==> config.mk <==
export PLATFORM = sky130hd
export DESIGN_NAME = memory_stage
export DESIGN_NICKNAME = d
export VERILOG_FILES = /design/src/rtl/memory_stage.sv
export SDC_FILE = /design/constraint.sdc
export NUM_CORES = 1
export LEC_CHECK = 0
export ABC_AREA = 1
export CAP_MARGIN = 20
export CORE_MARGIN = 8
export CORE_UTILIZATION = 34
export CTS_CLUSTER_DIAMETER = 100
export DETAILED_ROUTE_END_ITERATION = 16
export SLEW_MARGIN = 20
export SYNTH_ARGS = -nofsm -noshare
export SYNTH_HDL_FRONTEND = slang
export SYNTH_SLANG_ARGS = --single-unit
==> constraint.sdc <==
create_clock -name clk -period 2.23 [get_ports clk]
set_input_delay 0.5575 -clock clk [delete_from_list [all_inputs] [get_ports clk]]
set_output_delay 0.5575 -clock clk [all_outputs]
set_load 0.005 [all_outputs]
==> src/rtl/memory_stage.sv <==
// memory_stage -- RV32I MEM pipeline stage.
// Issues data-memory loads/stores over a req/gnt/rvalid handshake with
// variable latency. It also builds byte-lane strobes and lane-replicated store
// data, and sign- or zero-extends load data. Results are registered for
// writeback, and stall stays high while an access is outstanding.
//
// Ports:
//   clk, rst        clock; synchronous active-high reset
//   in_valid        execute-stage bundle valid
//   control_in[3:0] {MemRead, MemWrite, RegWrite, MemtoReg}
//   funct3          000 B, 001 H, 010 W, 100 BU, 101 HU
//   rd_in           destination register
//   alu_data        ALU result / byte address
//   memory_data     store data (rs2)
//   stall           high while an access is in flight
//   dmem_req/we/addr/wstrb/wdata   memory request, held until dmem_gnt
//   dmem_gnt, dmem_rvalid, dmem_rdata   memory responses
//   wb_valid        single-cycle writeback pulse
//   wb_RegWrite, wb_MemtoReg, wb_rd, wb_alu_data, wb_mem_data   writeback bundle
//   misaligned_err  pulses with wb_valid for misaligned / illegal-funct3 ops
module memory_stage #(
  parameter int DMEM_AW = 12
) (
  input  logic               clk,
  input  logic               rst,
  input  logic               in_valid,
  input  logic [3:0]         control_in,
  input  logic [2:0]         funct3,
  input  logic [4:0]         rd_in,
  input  logic [31:0]        alu_data,
  input  logic [31:0]        memory_data,
  output logic               stall,
  output logic               dmem_req,
  output logic               dmem_we,
  output logic [DMEM_AW-1:0] dmem_addr,
  output logic [3:0]         dmem_wstrb,
  output logic [31:0]        dmem_wdata,
  input  logic               dmem_gnt,
  input  logic               dmem_rvalid,
  input  logic [31:0]        dmem_rdata,
  output logic               wb_valid,
  output logic               wb_RegWrite,
  output logic               wb_MemtoReg,
  output logic [4:0]         wb_rd,
  output logic [31:0]        wb_alu_data,
  output logic [31:0]        wb_mem_data,
  output logic               misaligned_err
);

  localparam int C_MR  = 3;
  localparam int C_MW  = 2;
  localparam int C_RW  = 1;
  localparam int C_M2R = 0;

  typedef enum logic [1:0] {IDLE = 2'd0, REQ = 2'd1, RESP = 2'd2} state_t;

  state_t      state_q, state_d;
  logic [31:0] alu_q, alu_d, wdata_q, wdata_d;
  logic [3:0]  wstrb_q, wstrb_d;
  logic [2:0]  f3_q, f3_d;
  logic [4:0]  rd_q, rd_d;
  logic        regwrite_q, regwrite_d, memtoreg_q, memtoreg_d, load_q, load_d;
  logic        wb_valid_q, wb_valid_d, wb_rw_q, wb_rw_d, wb_m2r_q, wb_m2r_d;
  logic        wb_err_q, wb_err_d;
  logic [4:0]  wb_rd_q, wb_rd_d;
  logic [31:0] wb_alu_q, wb_alu_d, wb_mem_q, wb_mem_d;

  logic accept, is_mem, fault;

  // Illegal funct3 or a halfword/word not aligned to its size.
  function automatic logic mem_fault(input logic [2:0] f3, input logic [1:0] a);
    case (f3)
      3'b000, 3'b100: mem_fault = 1'b0;
      3'b001, 3'b101: mem_fault = a[0];
      3'b010:         mem_fault = (a != 2'b00);
      default:        mem_fault = 1'b1;
    endcase
  endfunction

  function automatic logic [3:0] store_strb(input logic [2:0] f3, input logic [1:0] a);
    case (f3[1:0])
      2'b00:   store_strb = 4'b0001 << a;
      2'b01:   store_strb = 4'b0011 << {a[1], 1'b0};
      default: store_strb = 4'b1111;
    endcase
  endfunction

  function automatic logic [31:0] store_data(input logic [2:0] f3, input logic [31:0] d);
    case (f3[1:0])
      2'b00:   store_data = {4{d[7:0]}};
      2'b01:   store_data = {2{d[15:0]}};
      default: store_data = d;
    endcase
  endfunction

  function automatic logic [31:0] load_extend(input logic [2:0] f3, input logic [1:0] a,
                                              input logic [31:0] w);
    logic [7:0]  b;
    logic [15:0] h;
    case (a)
      2'd0:    b = w[7:0];
      2'd1:    b = w[15:8];
      2'd2:    b = w[23:16];
      default: b = w[31:24];
    endcase
    h = a[1] ? w[31:16] : w[15:0];
    case (f3)
      3'b000:  load_extend = {{24{b[7]}}, b};
      3'b001:  load_extend = {{16{h[15]}}, h};
      3'b100:  load_extend = {24'd0, b};
      3'b101:  load_extend = {16'd0, h};
      default: load_extend = w;
    endcase
  endfunction

  // in_valid is only looked at in IDLE, so upstream may hold its bundle under stall.
  assign accept = (state_q == IDLE) && in_valid;
  assign is_mem = control_in[C_MR] || control_in[C_MW];
  assign fault  = mem_fault(funct3, alu_data[1:0]);

  // State register
  always_ff @(posedge clk) begin
    if (rst) state_q <= IDLE;
    else     state_q <= state_d;
  end

  // Next-state logic
  always_comb begin
    state_d = state_q;
    case (state_q)
      IDLE:    if (accept && is_mem && !fault) state_d = REQ;
      REQ:     if (dmem_gnt) state_d = load_q ? RESP : IDLE;
      RESP:    if (dmem_rvalid) state_d = IDLE;
      default: state_d = IDLE;
    endcase
  end

  // Output logic: request fields are driven only while in REQ.
  always_comb begin
    stall      = (state_q != IDLE);
    dmem_req   = (state_q == REQ);
    dmem_we    = dmem_req && !load_q;
    dmem_addr  = dmem_req ? {alu_q[DMEM_AW-1:2], 2'b00} : '0;
    dmem_wstrb = dmem_req ? wstrb_q : 4'b0000;
    dmem_wdata = dmem_req ? wdata_q : 32'd0;
  end

  // Access latch and writeback bundle
  always_comb begin
    alu_d      = alu_q;
    wdata_d    = wdata_q;
    wstrb_d    = wstrb_q;
    f3_d       = f3_q;
    rd_d       = rd_q;
    regwrite_d = regwrite_q;
    memtoreg_d = memtoreg_q;
    load_d     = load_q;
    wb_valid_d = 1'b0;
    wb_err_d   = 1'b0;
    wb_rw_d    = wb_rw_q;
    wb_m2r_d   = wb_m2r_q;
    wb_rd_d    = wb_rd_q;
    wb_alu_d   = wb_alu_q;
    wb_mem_d   = wb_mem_q;
    case (state_q)
      IDLE: begin
        if (accept && (!is_mem || fault)) begin
          // Non-memory op completes in one cycle; a faulting mem op reports
          // the error and must not write the register file.
          wb_valid_d = 1'b1;
          wb_err_d   = is_mem;
          wb_rw_d    = control_in[C_RW] && !is_mem;
          wb_m2r_d   = control_in[C_M2R];
          wb_rd_d    = rd_in;
          wb_alu_d   = alu_data;
          wb_mem_d   = 32'd0;
        end else if (accept) begin
          // MemRead wins when both MemRead and MemWrite are set.
          alu_d      = alu_data;
          f3_d       = funct3;
          rd_d       = rd_in;
          regwrite_d = control_in[C_RW];
          memtoreg_d = control_in[C_M2R];
          load_d     = control_in[C_MR];
          wstrb_d    = control_in[C_MR] ? 4'b0000 : store_strb(funct3, alu_data[1:0]);
          wdata_d    = control_in[C_MR] ? 32'd0 : store_data(funct3, memory_data);
        end
      end
      REQ: begin
        if (dmem_gnt && !load_q) begin
          wb_valid_d = 1'b1;
          wb_rw_d    = 1'b0;
          wb_m2r_d   = memtoreg_q;
          wb_rd_d    = rd_q;
          wb_alu_d   = alu_q;
          wb_mem_d   = 32'd0;
        end
      end
      RESP: begin
        if (dmem_rvalid) begin
          wb_valid_d = 1'b1;
          wb_rw_d    = regwrite_q;
          wb_m2r_d   = memtoreg_q;
          wb_rd_d    = rd_q;
          wb_alu_d   = alu_q;
          wb_mem_d   = load_extend(f3_q, alu_q[1:0], dmem_rdata);
        end
      end
      default: ;
    endcase
  end

  always_ff @(posedge clk) begin
    if (rst) begin
      alu_q      <= 32'd0;
      wdata_q    <= 32'd0;
      wstrb_q    <= 4'd0;
      f3_q       <= 3'd0;
      rd_q       <= 5'd0;
      regwrite_q <= 1'b0;
      memtoreg_q <= 1'b0;
      load_q     <= 1'b0;
      wb_valid_q <= 1'b0;
      wb_err_q   <= 1'b0;
      wb_rw_q    <= 1'b0;
      wb_m2r_q   <= 1'b0;
      wb_rd_q    <= 5'd0;
      wb_alu_q   <= 32'd0;
      wb_mem_q   <= 32'd0;
    end else begin
      alu_q      <= alu_d;
      wdata_q    <= wdata_d;
      wstrb_q    <= wstrb_d;
      f3_q       <= f3_d;
      rd_q       <= rd_d;
      regwrite_q <= regwrite_d;
      memtoreg_q <= memtoreg_d;
      load_q     <= load_d;
      wb_valid_q <= wb_valid_d;
      wb_err_q   <= wb_err_d;
      wb_rw_q    <= wb_rw_d;
      wb_m2r_q   <= wb_m2r_d;
      wb_rd_q    <= wb_rd_d;
      wb_alu_q   <= wb_alu_d;
      wb_mem_q   <= wb_mem_d;
    end
  end

  assign wb_valid       = wb_valid_q;
  assign wb_RegWrite    = wb_rw_q;
  assign wb_MemtoReg    = wb_m2r_q;
  assign wb_rd          = wb_rd_q;
  assign wb_alu_data    = wb_alu_q;
  assign wb_mem_data    = wb_mem_q;
  assign misaligned_err = wb_err_q;

endmodule

==> reports/results.ini, run 1 <==
[sta]
timing.final.crit_period_ns = 2.18
relSlewSlack_pct = 53.7
tns_ns = 0
setup_violations = 0
worstMarginPinSlew_ns = 0.693
fin_crit_sh_pct = 97.7
skew_ns = 0.0116
timing.fmax_mhz = 459
finalHoldViolations = 0
drv_slew = 0

[clock_tree]
cts_made_buffers = 17
cts_root_buffer = clkbuf_16
clk_pin_slew_ns = 0.06
cts_tree = yes
cts_htree_levels = 4
clockBufferDepth = 2
insertion_delay_ns = 0.43
clock_sinks = 154

[logic_synthesis]
yosys-top-cells-count = nand2_1 (369), dfxtp_1 (154), nor2_1 (134), a21oi_1 (130), inv_1 (86)
synth-adder-area-share_pct = 0.850
synthArstFlopShare_pct = 0
synth-xor-area-share_pct = 0
synth_compound_area_share_pct = 17.1
synth_ff_type = dfxtp_1
post-synth-top-count-cell = nand2_1
netlist_instances = 1120
avgSynthCellArea_um2 = 6.57
yosysUniqueCellTypes = 36
synth_edf_count = 0
synth_simple_gate_area_share_pct = 30.6
yosys_register_bits = 154
yosys.area.top_type_share_pct = 41.9
yosys_warnings = 0
synth_top_family_by_area = simple AND/OR/NAND/NOR gates
synthTopCellsByArea = dfxtp_1 (42%), nand2_1 (19%), a21oi_1 (8.8%)
muxShareOfSynthArea_pct = 0
synth_area_um2 = 7360
synth_area_leader_cell = dfxtp_1
yosysSeqAreaShare_pct = 41.9

[detailed_routing]
dr.first_iter.drc_count = 484
routedWlPerCell_um = 15.9
vias = 7809
avgViaCountPerCell = 4.72
drt_wl_total_um = 26300
drc = 0
ant_nets = 0
dr.pass1.iters = 4

[floorplan]
die_x_um = 163
core_um2 = 21600
initial_core_util_pct = 34.2
ios = 237
die_area_um2 = 26600
rows = 54
fp.dieH_um = 163

[pwr]
comb_power_share_pct = 30.1
p_per_area_nw_per_um2 = 807
pwr-share-seq_pct = 36.6
switching_share_pct = 31.4
p_clk_share_pct = 33.3
peakVddDrop_uv = 557
power.switching_mw = 2.75
p_leak_nw = 4.84
internal-power_mw = 6.00
total_power_mw = 8.75

[cells_and_area]
postLayoutCellArea_um2 = 10800
syn2layout_area_growth_pct = 47.3
nets = 1477
drive_gt1_share_pct = 12.9

[critical_path]
path_class = flip-flop to output pin
slowest_delay_ns = 0.34
critPathMaxFanout = 8
critPathLaunch = state_q[1]
r2r-start = state_q[1]
worstPathRequired_ns = 1.67
worstSetupStartpointType = flip-flop
crit_path_frequent_cell = buf_12
reg2regPathDepth = 11
path_cells = inv_2 > ha_4 > buf_12 > buf_12 > buf_4 > nand2_2 > inv_1 > buf_2
cp.arrival_ns = 1.62
cpMaxStageDelayCell = dfxtp_2
end_kind = output pin
r2r_slack_ns = 0.22
cp-endpoint = dmem_wdata[6]
r2r-end = wb_alu_data[5]

[place]
placed_cell_area_um2 = 10200
gp_congestion = 0.818
hpwlAfterDp_um = 18300
port_buffers = 234

[global_route]
gr-total-overflow = 0
grt_pass1_vias = 7602
antenna_found_initial = 2
track_usage_pct = 19.6
grt_max_degree = 100
grt_pass1_wl_um = 41600

[hold_path]
hold_path.startpoint = wb_mem_data[28]
hold_class = flip-flop to flip-flop

[outcome]
outcome = finished clean

[job]
drv_cap = 0

## sequential cells by signal (all words and copies together), names as in the netlist, 2 cells and up
signal / flops
alu_q: 32
f3_q: 3
rd_q: 5
state_q: 2
wb_alu_data: 32
wb_mem_data: 32
wb_rd: 5
wdata_q: 32
wstrb_q: 4
## power groups by stage
stage          clock (mW)  sequential [mW]  combinational (mW)
2_1_floorplan           0             3.25                1.19
3_5_place_dp            0             3.26                2.42
4_1_cts              2.98             3.20                2.67
5_1_grt              3.09             3.23                2.92
6_report             2.91             3.20                2.63
3_3_place_gp            0             3.25                2.40
## per-stage QoR
stage	std cells	hold WS [ns]	setup slack, ns	util, %
2_1_floorplan	1121	0.441	0.361	-
3_3_place_gp	1604	0.452	-0.0538	47.1
3_5_place_dp	1604	0.455	-0.112	47.1
4_1_cts	1651	0.466	-0.0729	50.6
5_1_grt	1652	0.481	-0.00691	50.3
6_report	1653	0.465	0.0508	50.3
## layout make-up
class	count	area [µm²]
timing repair buffer	293	2830
antenna	1	2.50
clock buffer	19	443
multi-input combinational	800	3640
fill	2174	10700
tap	280	350
sequential	154	3090
inverter	93	349
clock inverter	13	143
## layer usage
metal / global-route usage (%) / up-vias / part of all wire (%)
met5: 0 / - / 0.038
met1: 23.8 / 3513 / 43
met4: 6.01 / 2 / 1.9
li1: - / 4033 / -
met2: 32.0 / 230 / 47
met3: 6.91 / 31 / 8.2
## cell usage in the layout (no fill, tap or decap), types with 8 or more instances in the layout
cell type / Yosys / routed
clkbuf_16: 0 / 17
buf_2: 14 / 20
o22ai_1: 13 / 13
inv_2: 6 / 8
nand4_1: 17 / 17
dfxtp_1: 154 / 152
nand2_2: 2 / 10
a21oi_1: 130 / 130
or2_2: 18 / 18
buf_12: 0 / 12
o211ai_1: 16 / 16
o21ai_0: 69 / 69
nand2_1: 369 / 361
buf_4: 5 / 41
clkbuf_2: 0 / 18
clkdlybuf4s50_1: 0 / 184
nor2_1: 134 / 133
inv_1: 86 / 85
## cell families (layout without fill, tap and decap cells)
kind of cell,count (synthesis),count (layout)
and+or+nand+nor,558,558
adders and majority gates,5,5
buffers and inverters,167,418
other,1,3
DFF,154,154
AOI/OAI and AO/OA,235,235
## repair_timing
item | CTS | global route
setup endpoints to repair | 49 | 27
gates resized for setup | 141 | 29
gates cloned | 4 | 0
endpoints found under the hold margin | 0 | 0
pin swaps | 2 | 1
hold buffers | 0 | 0
setup buffers | 11 | 1
## worst min-delay path by stage
| stage | endpoint | slack (ns) | cells past startpoint |
|---|---|---|---|
| 3_3_place_gp | wb_mem_data[31] | 0.45 | 2 |
| 4_1_cts | alu_q[20] | 0.47 | 2 |
| 3_5_place_dp | alu_q[20] | 0.46 | 2 |
| 2_1_floorplan | wdata_q[31] | 0.44 | 1 |
| 5_1_grt | wdata_q[16] | 0.48 | 2 |
| 6_report | wb_mem_data[28] | 0.46 | 2 |
## critical path, delay by kind of cell, from the launching register on
family | cells | cell delay [ns]
buf+inv | 6 | 0.63
flops | 1 | 0.34
fa+ha+maj | 1 | 0.17
simple gates | 1 | 0.06
Note: power is estimated with default switching activity, not from simulation.
==> inputs of run 2 (changes only) <==
--- a/config.mk
+++ b/config.mk
@@ -6,6 +6,7 @@
 export NUM_CORES = 1
 export LEC_CHECK = 0
 export ABC_AREA = 1
+export ABC_CLOCK_PERIOD_IN_PS = 2230
 export CAP_MARGIN = 20
 export CORE_MARGIN = 8
 export CORE_UTILIZATION = 34
==> results of run 2 <==
No change in the layout: final DEF, timing and power equal those of run 1.
